## config.mk

```make
export PLATFORM = sky130hd
export DESIGN_NAME = l3l4cs_axis_pkt_fifo
export DESIGN_NICKNAME = d
export VERILOG_FILES = /design/src/rtl/l3l4cs_axis_pkt_fifo.sv
export SDC_FILE = /design/constraint.sdc
export NUM_CORES = 1
export LEC_CHECK = 0
export CORE_UTILIZATION = 30
export CTS_CLUSTER_DIAMETER = 60
export CTS_CLUSTER_SIZE = 20
export DETAILED_ROUTE_END_ITERATION = 8
export PLACE_DENSITY = 0.49
export SYNTH_ARGS = -nofsm -noshare
export SYNTH_HDL_FRONTEND = slang
export SYNTH_SLANG_ARGS = --single-unit
```

## constraint.sdc

```tcl
create_clock -name clk -period 10.11 [get_ports clk]
set_input_delay 2.022 -clock clk [delete_from_list [all_inputs] [get_ports clk]]
set_output_delay 2.022 -clock clk [all_outputs]
set_load 0.05 [all_outputs]
```

## src/rtl/l3l4cs_axis_pkt_fifo.sv

```systemverilog
// l3l4cs_axis_pkt_fifo
// AXI-Stream packet FIFO between two axi_stream_if endpoints in the l3l4cs
// datapath. Buffers DEPTH beats of {tlast, tuser, tdata} with show-ahead
// output and registered level/packet-count/status flags.
// Build option: define L3L4CS_AXIS_PKT_FIFO_SAF_EN for store-and-forward.
// In that mode beats are held back until a whole packet is stored. An
// oversize escape prevents deadlock: if the FIFO fills with no complete
// packet, it releases beats cut-through until the next popped tlast.
module l3l4cs_axis_pkt_fifo #(
   parameter int DWIDTH    = 76,
   parameter int UWIDTH    = 1,
   parameter int DEPTH     = 16,
   parameter int AFULL_LVL = DEPTH - 2
) (
   input  logic                      clk,
   input  logic                      reset,
   input  logic                      s_tvalid,
   output logic                      s_tready,
   input  logic [DWIDTH-1:0]         s_tdata,
   input  logic [UWIDTH-1:0]         s_tuser,
   input  logic                      s_tlast,
   output logic                      m_tvalid,
   input  logic                      m_tready,
   output logic [DWIDTH-1:0]         m_tdata,
   output logic [UWIDTH-1:0]         m_tuser,
   output logic                      m_tlast,
   output logic [$clog2(DEPTH):0]    level,
   output logic [$clog2(DEPTH):0]    pkt_cnt,
   output logic                      afull,
   output logic                      empty
);

   localparam int AW = $clog2(DEPTH);
   localparam int LW = AW + 1;
   localparam int EW = DWIDTH + UWIDTH + 1;

   localparam logic [LW-1:0] LVL_FULL  = LW'(DEPTH);
   localparam logic [LW-1:0] LVL_AFULL = LW'(AFULL_LVL);
   localparam logic [LW-1:0] LVL_ONE   = LW'(1);
   localparam logic [AW:0]   PTR_ONE   = (AW+1)'(1);

   // Entry layout: {tlast, tuser, tdata}
   logic [EW-1:0]  mem [DEPTH];
   logic [AW:0]    wr_ptr;
   logic [AW:0]    rd_ptr;
   logic [LW-1:0]  level_r;
   logic [LW-1:0]  pkt_cnt_r;
   logic [LW-1:0]  level_nxt;
   logic [LW-1:0]  pkt_cnt_nxt;
   logic           ready_r;
   logic           empty_r;
   logic           afull_r;
   logic           valid;
   logic           push;
   logic           pop;
   logic           head_last;
   logic [EW-1:0]  head;

   assign head      = mem[rd_ptr[AW-1:0]];
   assign head_last = head[EW-1];
   assign push      = s_tvalid && ready_r;
   assign pop       = valid && m_tready;

`ifdef L3L4CS_AXIS_PKT_FIFO_SAF_EN
   logic escape_r;

   // Release when a whole packet is stored, when full, or while escaping an oversize packet
   assign valid = !empty_r && ((pkt_cnt_r != '0) || (level_r == LVL_FULL) || escape_r);

   // Oversize escape: armed by a full FIFO holding no tlast, disarmed by the popped tlast
   always_ff @(posedge clk) begin
      if (reset) begin
         escape_r <= 1'b0;
      end else if (pop && head_last) begin
         escape_r <= 1'b0;
      end else if ((level_r == LVL_FULL) && (pkt_cnt_r == '0)) begin
         escape_r <= 1'b1;
      end
   end
`else
   assign valid = !empty_r;
`endif

   // Show-ahead output, forced to zero while nothing is offered
   always_comb begin
      m_tvalid = valid;
      {m_tlast, m_tuser, m_tdata} = valid ? head : '0;
   end

   assign s_tready = ready_r;
   assign level    = level_r;
   assign pkt_cnt  = pkt_cnt_r;
   assign afull    = afull_r;
   assign empty    = empty_r;

   // Next occupancy and packet count from this cycle's push/pop
   always_comb begin
      // NOTE: every always_comb output gets a default first so no latch can be inferred.
      level_nxt   = level_r;
      pkt_cnt_nxt = pkt_cnt_r;
      if (push && !pop) begin
         level_nxt = level_r + LVL_ONE;
      end else if (!push && pop) begin
         level_nxt = level_r - LVL_ONE;
      end
      if ((push && s_tlast) && !(pop && head_last)) begin
         pkt_cnt_nxt = pkt_cnt_r + LVL_ONE;
      end else if (!(push && s_tlast) && (pop && head_last)) begin
         pkt_cnt_nxt = pkt_cnt_r - LVL_ONE;
      end
   end

   // Storage write; contents are don't-care until written
   always_ff @(posedge clk) begin
      // NOTE: the beat memory has no reset; validity is tracked by the pointers and level.
      if (push) begin
         mem[wr_ptr[AW-1:0]] <= {s_tlast, s_tuser, s_tdata};
      end
   end

   // Pointers, counters and registered status flags
   always_ff @(posedge clk) begin
      // NOTE: sequential state uses non-blocking assignments only.
      if (reset) begin
         wr_ptr    <= '0;
         rd_ptr    <= '0;
         level_r   <= '0;
         pkt_cnt_r <= '0;
         ready_r   <= 1'b0;
         empty_r   <= 1'b1;
         afull_r   <= 1'b0;
      end else begin
         if (push) begin
            wr_ptr <= wr_ptr + PTR_ONE;
         end
         if (pop) begin
            rd_ptr <= rd_ptr + PTR_ONE;
         end
         level_r   <= level_nxt;
         pkt_cnt_r <= pkt_cnt_nxt;
         ready_r   <= (level_nxt != LVL_FULL);
         empty_r   <= (level_nxt == '0);
         afull_r   <= (level_nxt >= LVL_AFULL);
      end
   end

endmodule

```

[After elaboration in Yosys (flattened, before gate mapping)]
Memories as Yosys holds them, arrays and structs flattened. A register that Yosys moved wholly into a read port is not among the register bits.
Index checks and enable logic that the tools add are counted.
Word-level totals
  logic and storage cells: 40
  register bits after elaboration: 23
  memory bits (writable): 1248
  input port bits: 82
  output and inout port bits: 92
  memories kept: 1
Operators by class
  add/sub/neg operators: 6
  reduce and logical (&&, ||, !) cells: 15
  order comparisons: 1
  mux-type cells: 9
  equal/unequal tests: 1
Memory list
  mem: words 16, bits a word 78, read ports 1, clocked after memory_dff 1, write ports 1, RTL line 43  | logic [EW-1:0] mem [DEPTH];
Operators by type and width (count)
  78-bit two-way mux: 1
  5-bit by 1-bit adder with 5-bit output, second input constant: 4
  5-bit two-way mux: 4
  5-bit by 1-bit subtractor with 5-bit output, second input constant: 2
  1-bit logical AND: 8
  4-bit two-way mux: 2
  5-bit by 4-bit greater-or-equal comparator with 1-bit output, second input constant: 1
  1-bit logical NOT: 5
  5-bit logical NOT: 1
  5-bit inequality test, second input constant: 1
  1-bit two-way mux: 2
  2-bit nonzero test: 1

[Longest topological paths before layout]
Gate-level depths: netlist (run 1).
  depth after elaboration: 6
  gate-level depth with buffers: 12
  mapped depth without buffers: 11

[Worst setup path before layout (run 1)]
No wires, ideal clock.
  path type: input -> register
  start: in s_tvalid
  end: mem mem[3][0] in the netlist's numbering, enable pin
  path buffers: 1
  slack: 1772 ps
  arrival: 7728 ps
  stages on the path: 4
  required time: 9500 ps
  library setup time: 610 ps
  cell sequence: and2_1 -> buf_2 -> nand2_1 -> nor3_1
Between the ends
  longest elaborated chain between the ends: 3
RTL lines
  start: declaration: RTL line 17  | input logic s_tvalid,
  1-bit logical AND: RTL line 61  | assign push = s_tvalid && ready_r;
  1-bit two-way mux: RTL line 116  | if (push) begin
  1-bit two-way mux (implied by the code): RTL line 117  | mem[wr_ptr[AW-1:0]] <= {s_tlast, s_tuser, s_tdata};
  end: declaration: RTL line 43
No other way between the ends.

==> metrics.log, run 1 <==
INFO  metric startpoint_type = register
INFO  metric port_buffers = 173
INFO  metric ant_nets = 0
INFO  metric layout_min_cycle_time = 6.77 ns
INFO  metric core.rowCount = 146
INFO  metric endpoint = m_tdata[5]
INFO  metric seq_area_frac_synth = 0.792
INFO  metric clock_skew = 0.0228 ns
INFO  metric synthesis.area = 48000 sq um
INFO  metric worstPathArrival = 4.75 ns
INFO  metric cellLeakagePower = 0.0166 uW
INFO  metric grt_setup_unrepaired = no
INFO  metric post_dp_hpwl = 60100 um
INFO  metric power_per_cell_area = 219 nW/um^2
INFO  metric finalSetupViolCount = 0
INFO  metric synth_warn = 0
INFO  metric ctsRootBufferMaster = sky130_fd_sc_hd__clkbuf_16
INFO  metric postSynthNetCount = 2161
INFO  metric max_slew_margin = 0.0871
INFO  metric synth_cell_type_count = 37
INFO  metric cts_max_path_buffers = 3
INFO  metric post_cts_hold_buffer_count = 0
INFO  metric grt.overflow.total = 0
INFO  metric vias = 22200
INFO  metric hp-class = reg2reg
INFO  metric layout_commonest_cell = sky130_fd_sc_hd__edfxtp_1
INFO  metric netlist.top_cell.by_area = sky130_fd_sc_hd__edfxtp_1
INFO  metric grt_use_total = 0.152
INFO  metric cts_sinks = 1273
INFO  metric cp_max_fo = 46
INFO  metric final.period_utilization = 0.670
INFO  metric regToRegEndpoint = pkt_cnt[4]
INFO  metric endpoint_kind = primary output
INFO  metric timing.critical_path.required = 8.09 ns
INFO  metric fin_setup_tns = 0 ns
INFO  metric syn-mean-instance-area = 23.2 sq um
INFO  metric cts_repair_resize_count = 0
INFO  metric path_clk_slew = 0.06 ns
INFO  metric timing.hold.worst_path_depth = 2
INFO  metric tightestPinTransition = 1.37 ns
INFO  metric die-width = 402 um
INFO  metric post_detailed_route_drc_marker_count = 0
INFO  metric fin_ws = 3.34 ns
INFO  metric share_of_layout_cells_above_drive_strength_1 = 0.245
INFO  metric ys_seq_elements = 1273
INFO  metric dr_pass1_iterations = 5
INFO  metric yosys.area.top_type_share = 0.781
INFO  metric area_growth = 16.9%
INFO  metric start_util = 0.303
INFO  metric num-nets-final = 2370
INFO  metric wirelength = 123000 um
INFO  metric detailedRoute.firstIterationViolations = 1741
INFO  metric outcome = finished, final reports clean
INFO  metric cts_post_setup_buffers_inserted = 0
INFO  metric clock_insertion_delay_worst_skew = 0.73 ns
INFO  metric placement.setup.worst_slack = 3.81 ns
INFO  metric synth_edf_count = 1248
INFO  metric ff2ff_path_depth = 11
INFO  metric synthCells = 2067
INFO  metric cts_tree = built
INFO  metric synth_area_leaders = sky130_fd_sc_hd__edfxtp_1 78%, sky130_fd_sc_hd__mux4_2 15%, sky130_fd_sc_hd__a22oi_1 2.4%
INFO  metric design.die.area = 162000 sq um
INFO  metric hold_ws = 0.491 ns
INFO  metric gp_congestion = 0.669
INFO  metric hold_viol = 0
INFO  metric cts-buffers-inserted = 107
INFO  metric crit_type = reg2out
INFO  metric worst_ir_drop_vdd = 165 uV
INFO  metric die_h = 402 um
INFO  metric highest_clock_rate = 0.148 GHz
INFO  metric io_pins = 174
INFO  metric grt_start_max_net_pins = 129
INFO  metric htree_levels = 3
INFO  metric async_flop_share = 0
INFO  metric first_global_vias = 23800
INFO  metric final_instance_count_excl_fillers = 4442
INFO  metric core_area = 159000 sq um
INFO  metric route.detailed.vias_per_inst = 4.99
INFO  metric ys_dominant_reg_cell = sky130_fd_sc_hd__edfxtp_1
INFO  metric placedCellCount = 4239
INFO  metric routed_wire_length_per_instance = 27.6 um
INFO  metric layout.cells.most_common_list = 1248 x sky130_fd_sc_hd__edfxtp_1, 313 x sky130_fd_sc_hd__mux4_2, 173 x sky130_fd_sc_hd__clkdlybuf4s50_1, 154 x sky130_fd_sc_hd__a22oi_1, 108 x sky130_fd_sc_hd__clkbuf_16
INFO  metric antenna_found_initial = 15
INFO  metric first_pass_grt_wire_length = 175000 um
INFO  metric timing.reg2reg.setup_slack = 5.78 ns
INFO  metric maxSlewViolCount = 0
INFO  metric cap_violations = 0
## cell usage after synthesis (all sizes together), types with 6 or more instances
| cell | count |
|---|---|
| a21oi | 84 |
| a22oi | 154 |
| buf | 58 |
| clkbuf | 63 |
| dfxtp | 25 |
| edfxtp | 1248 |
| ha | 11 |
| inv | 7 |
| mux4 | 313 |
| nand2 | 14 |
| nor2 | 33 |
| nor3 | 6 |
| xnor2 | 8 |
| xor2 | 7 |
## report_power, final
| part | internal (uW) | leakage, uW | switching (uW) |
|---|---|---|---|
| clock | 2320 | 0.00183 | 2100 |
| sequential | 5860 | 0.0114 | 106 |
| combinational | 753 | 0.00336 | 1140 |
## state kept, by name (all words and copies together) (netlist names), named ones only
| register | flops |
|---|---|
| level | 5 |
| pkt_cnt | 5 |
| empty | 1 |
| wr_ptr | 4 |
| afull | 1 |
| mem | 1248 |
| s_tready | 1 |
| rd_ptr | 4 |
## kinds of logic after synthesis
kind of cell,after synthesis,synth area share
muxes,316,0.148
buffers and inverters,128,0.0134
xor gates and xnor gates,15,0.00274
AOI/OAI and AO/OA,250,0.0346
adders and majority gates,12,0.00329
and+or+nand+nor,73,0.00686
DFF,1273,0.792
## worst max-delay path, cell delays in order (launching register included)
cell                              delay, ns
sky130_fd_sc_hd__dfxtp_4               1.01
sky130_fd_sc_hd__buf_4                 0.85
sky130_fd_sc_hd__mux4_2                0.38
sky130_fd_sc_hd__a22oi_1               0.11
sky130_fd_sc_hd__a21oi_1               0.68
sky130_fd_sc_hd__clkdlybuf4s50_1       0.95
## metal layers
metal / GRT usage / share of wire / up-vias / wire length [um]
met1: 0.195 / 0.42 / 12100 / 51300
met3: 0.0336 / 0.054 / 182 / 6680
met2: 0.262 / 0.51 / 542 / 62300
met4: 0.0326 / 0.019 / 16 / 2350
li1: - / - / 9310 / -
met5: 0 / 0.00094 / - / 115
## through the flow
stage / instance area (sq um) / total power, uW / util
floorplan: 48000 / 7370 / -
global placement: 52300 / 8000 / 0.330
detailed placement: 52300 / 8020 / 0.330
CTS: 56100 / 12500 / 0.354
global route: 56100 / 12700 / 0.354
finish: 56100 / 12300 / 0.354
## worst min path at each step
stage                           from  slack [ns]         end
after floorplan            rd_ptr[1]        0.47    register
after global placement    pkt_cnt[4]        0.47  pkt_cnt[4]
after detailed placement  pkt_cnt[4]        0.48  pkt_cnt[4]
after CTS                 pkt_cnt[4]        0.49  pkt_cnt[4]
after global routing      pkt_cnt[4]        0.54  pkt_cnt[4]
final                     pkt_cnt[4]        0.49  pkt_cnt[4]
## area by class of cell
type | instances | area, sq um
inverter | 7 | 26.3
multi-input combinational | 666 | 9490
tap | 2072 | 2590
timing repair buffer | 221 | 2170
clock inverter | 87 | 1080
sequential | 1273 | 38000
antenna | 2 | 5.00
clock buffer | 114 | 2730
fill | 14600 | 102000
(Power assumes the default switching activity.)
==> inputs of run 2 (changes only) <==
Clock period 10.11 ns to 6.7 ns, I/O delays scaled along.
==> run 2 against run 1 <==
Non-clock buffer count grew 24. Clock power grew 42%. Global-route usage shrank 0.086 points. Clock skew grew 0.0033 ns. First-iteration DRC count grew 1.0%. Utilization is essentially flat. Largest power group unchanged.
==> metrics.log, run 2 (synthesized netlist as in run 1, its figures left out) <==
INFO  metric area_growth = 17.0% (was 16.9%)
INFO  metric cts_repair_resize_count = 0 (unchanged)
INFO  metric final_instance_count_excl_fillers = 4449 (was 4442)
INFO  metric dr_pass1_iterations = 6 (was 5)
INFO  metric series_of_cell_instances_along_the_critical_path = nor2b_4 -> buf_12 -> a22oi_1 -> a21oi_1 -> clkdlybuf4s50_1 (was buf_4 -> mux4_2 -> a22oi_1 -> a21oi_1 -> clkdlybuf4s50_1)
INFO  metric finalSetupViolCount = 0 (unchanged)
INFO  metric layout_commonest_cell = sky130_fd_sc_hd__edfxtp_1 (unchanged)
INFO  metric route.detailed.vias_per_inst = 4.97 (was 4.99)
INFO  metric first_global_vias = 23600 (was 23800)
INFO  metric routed_wire_length_per_instance = 27.5 um (was 27.6 um)
INFO  metric die-width = 402 um (unchanged)
INFO  metric hold_ws = 0.495 ns (was 0.491 ns)
INFO  metric groute.layer.met2.usage = 0.253 (was 0.262)
INFO  metric grt_use_total = 0.151 (was 0.152)
INFO  metric min-delay-start = pkt_cnt[4] (unchanged)
INFO  metric final.period_utilization = 0.821
INFO  metric worst_ir_drop_vdd = 208 uV (was 165 uV)
INFO  metric layout_min_cycle_time = 5.50 ns
INFO  metric endpoint_kind = primary output (unchanged)
INFO  metric clock_skew = 0.0262 ns (was 0.0228 ns)
INFO  metric share_of_layout_cells_above_drive_strength_1 = 0.244 (was 0.245)
INFO  metric globalRoute.busiestLayer = met2 (unchanged)
INFO  metric num-nets-final = 2386 (was 2370)
INFO  metric ant_nets = 0 (unchanged)
INFO  metric layout.cells.most_common_list = 1248 x sky130_fd_sc_hd__edfxtp_1, 313 x sky130_fd_sc_hd__mux4_2, 173 x sky130_fd_sc_hd__clkdlybuf4s50_1, 154 x sky130_fd_sc_hd__a22oi_1, 103 x sky130_fd_sc_hd__clkbuf_16 (was 1248 x sky130_fd_sc_hd__edfxtp_1, 313 x sky130_fd_sc_hd__mux4_2, 173 x sky130_fd_sc_hd__clkdlybuf4s50_1, 154 x sky130_fd_sc_hd__a22oi_1, 108 x sky130_fd_sc_hd__clkbuf_16)
INFO  metric detailedRoute.firstIterationViolations = 1759 (was 1741)
INFO  metric ctsRootBufferMaster = sky130_fd_sc_hd__clkbuf_16 (unchanged)
INFO  metric die_h = 402 um (unchanged)
INFO  metric grt_start_max_net_pins = 79 (was 129)
INFO  metric cts_max_path_buffers = 3 (unchanged)
INFO  metric cts_sinks = 1273 (unchanged)
INFO  metric wirelength = 122000 um (was 123000 um)
INFO  metric htree_levels = 3 (unchanged)
INFO  metric post_dp_hpwl = 63700 um (was 60100 um)
INFO  metric fin_ws = 1.20 ns (was 3.34 ns)
INFO  metric first_pass_grt_wire_length = 174000 um (was 175000 um)
INFO  metric layout.core_utilization = 0.354 (about the same)
INFO  metric design.die.area = 162000 sq um (unchanged)
INFO  metric max_slew_margin = 0.109 (was 0.0871)
INFO  metric outcome = finished, final reports clean (unchanged)
INFO  metric critical-path-max-stage-delay = 1.14 ns (was 1.01 ns)
INFO  metric largest_register_ffs = 1248 (unchanged)
INFO  metric placement.setup.worst_slack = 1.86 ns (was 3.81 ns)
INFO  metric tightestPinTransition = 1.33 ns (was 1.37 ns)
INFO  metric start_util = 0.303 (unchanged)
INFO  metric gp_congestion = 0.707 (was 0.669)
INFO  metric cts_post_setup_buffers_inserted = 0 (unchanged)
INFO  metric maxSlewViolCount = 0 (unchanged)
INFO  metric startpoint_type = register (unchanged)
INFO  metric post_detailed_route_drc_marker_count = 0 (unchanged)
INFO  metric sequential_cell_area = 38000 sq um (unchanged)
INFO  metric grt_setup_unrepaired = no (unchanged)
INFO  metric grt.overflow.total = 0 (unchanged)
INFO  metric multi_input_area = 9520 sq um (was 9490 sq um)
INFO  metric hp-class = reg2reg (unchanged)
INFO  metric timing.critical_path.required = 5.36 ns (was 8.09 ns)
INFO  metric core.rowCount = 146 (unchanged)
INFO  metric power_per_cell_area = 323 nW/um^2 (was 219 nW/um^2)
INFO  metric highest_clock_rate = 0.182 GHz
INFO  metric crit_type = reg2out (unchanged)
INFO  metric nFillCells = 14500 (was 14600)
INFO  metric io_pins = 174 (unchanged)
INFO  metric core_area = 159000 sq um (unchanged)
INFO  metric cts-buffers-inserted = 99 (was 107)
INFO  metric worstPathArrival = 4.16 ns (was 4.75 ns)
INFO  metric antenna_found_initial = 21 (was 15)
INFO  metric cap_violations = 0 (unchanged)
INFO  metric vias = 22100 (was 22200)
INFO  metric placedCellCount = 4263 (was 4239)
INFO  metric hold_viol = 0 (unchanged)
INFO  metric grtUsageMet3 = 0.0344 (was 0.0336)
INFO  metric cts_tree = built (unchanged)
INFO  metric cp_max_fo = 23 (was 46)
INFO  metric grt_use_met1 = 0.197 (was 0.195)
INFO  metric path_clk_slew = 0.07 ns (was 0.06 ns)
INFO  metric post_cts_hold_buffer_count = 0 (unchanged)
INFO  metric highest_delay_cell_along_the_critical_path = sky130_fd_sc_hd__nor2b_4 (was sky130_fd_sc_hd__dfxtp_4)
INFO  metric fin_setup_tns = 0 ns (unchanged)
INFO  metric port_buffers = 173 (unchanged)
INFO  metric clock_insertion_delay_worst_skew = 0.74 ns (was 0.73 ns)
INFO  metric cellLeakagePower = 0.0166 uW (about the same)
[run 2: layout make-up]
class	count	area share
clock buffers	109	0.0463
well taps	2072	0.0462
clock inverters	75	0.0156
flip-flops and latches	1273	0.677
multi-input cells	666	0.170
repair buffers	245	0.0447
inverters	7	0.000468
diodes	2	0.0000892
[run 2: worst paths after layout]
| kind | end | slack [ns] | depth (start not counted) |
|---|---|---|---|
| setup / recovery | m_tdata[24] | 1.20 | 5 |
| hold / removal | pkt_cnt[4] | 0.50 | 2 |
| setup reg to reg | pkt_cnt[4] | 2.63 | 11 |
| hold reg to reg | pkt_cnt[4] | 0.50 | 2 |
[run 2: routing by layer]
layer  vias up  part of all wire
met5         -            0.0016
met4        30             0.018
met3       167             0.059
met2       527              0.50
met1     12100              0.42
li1       9323                 -
[run 2: report_power, final]
group | switching (uW) | internal (uW)
Combinational | 1690 | 1170
Clock | 3060 | 3210
Sequential | 170 | 8840
[run 2: worst max-delay path: cells and delay by family, from the launching register on]
kind | cells | cell delay, ns
buf+inv | 2 | 1.18
simple gates | 1 | 1.14
flops | 1 | 0.57
compound gates | 2 | 0.49
[run 2: stage by stage]
stage	power, uW	cell area (sq um)
after floorplan	11100	48000
after global placement	12100	52600
after detailed placement	12100	52600
after CTS	18400	56100
after global routing	18800	56100
final	18100	56100
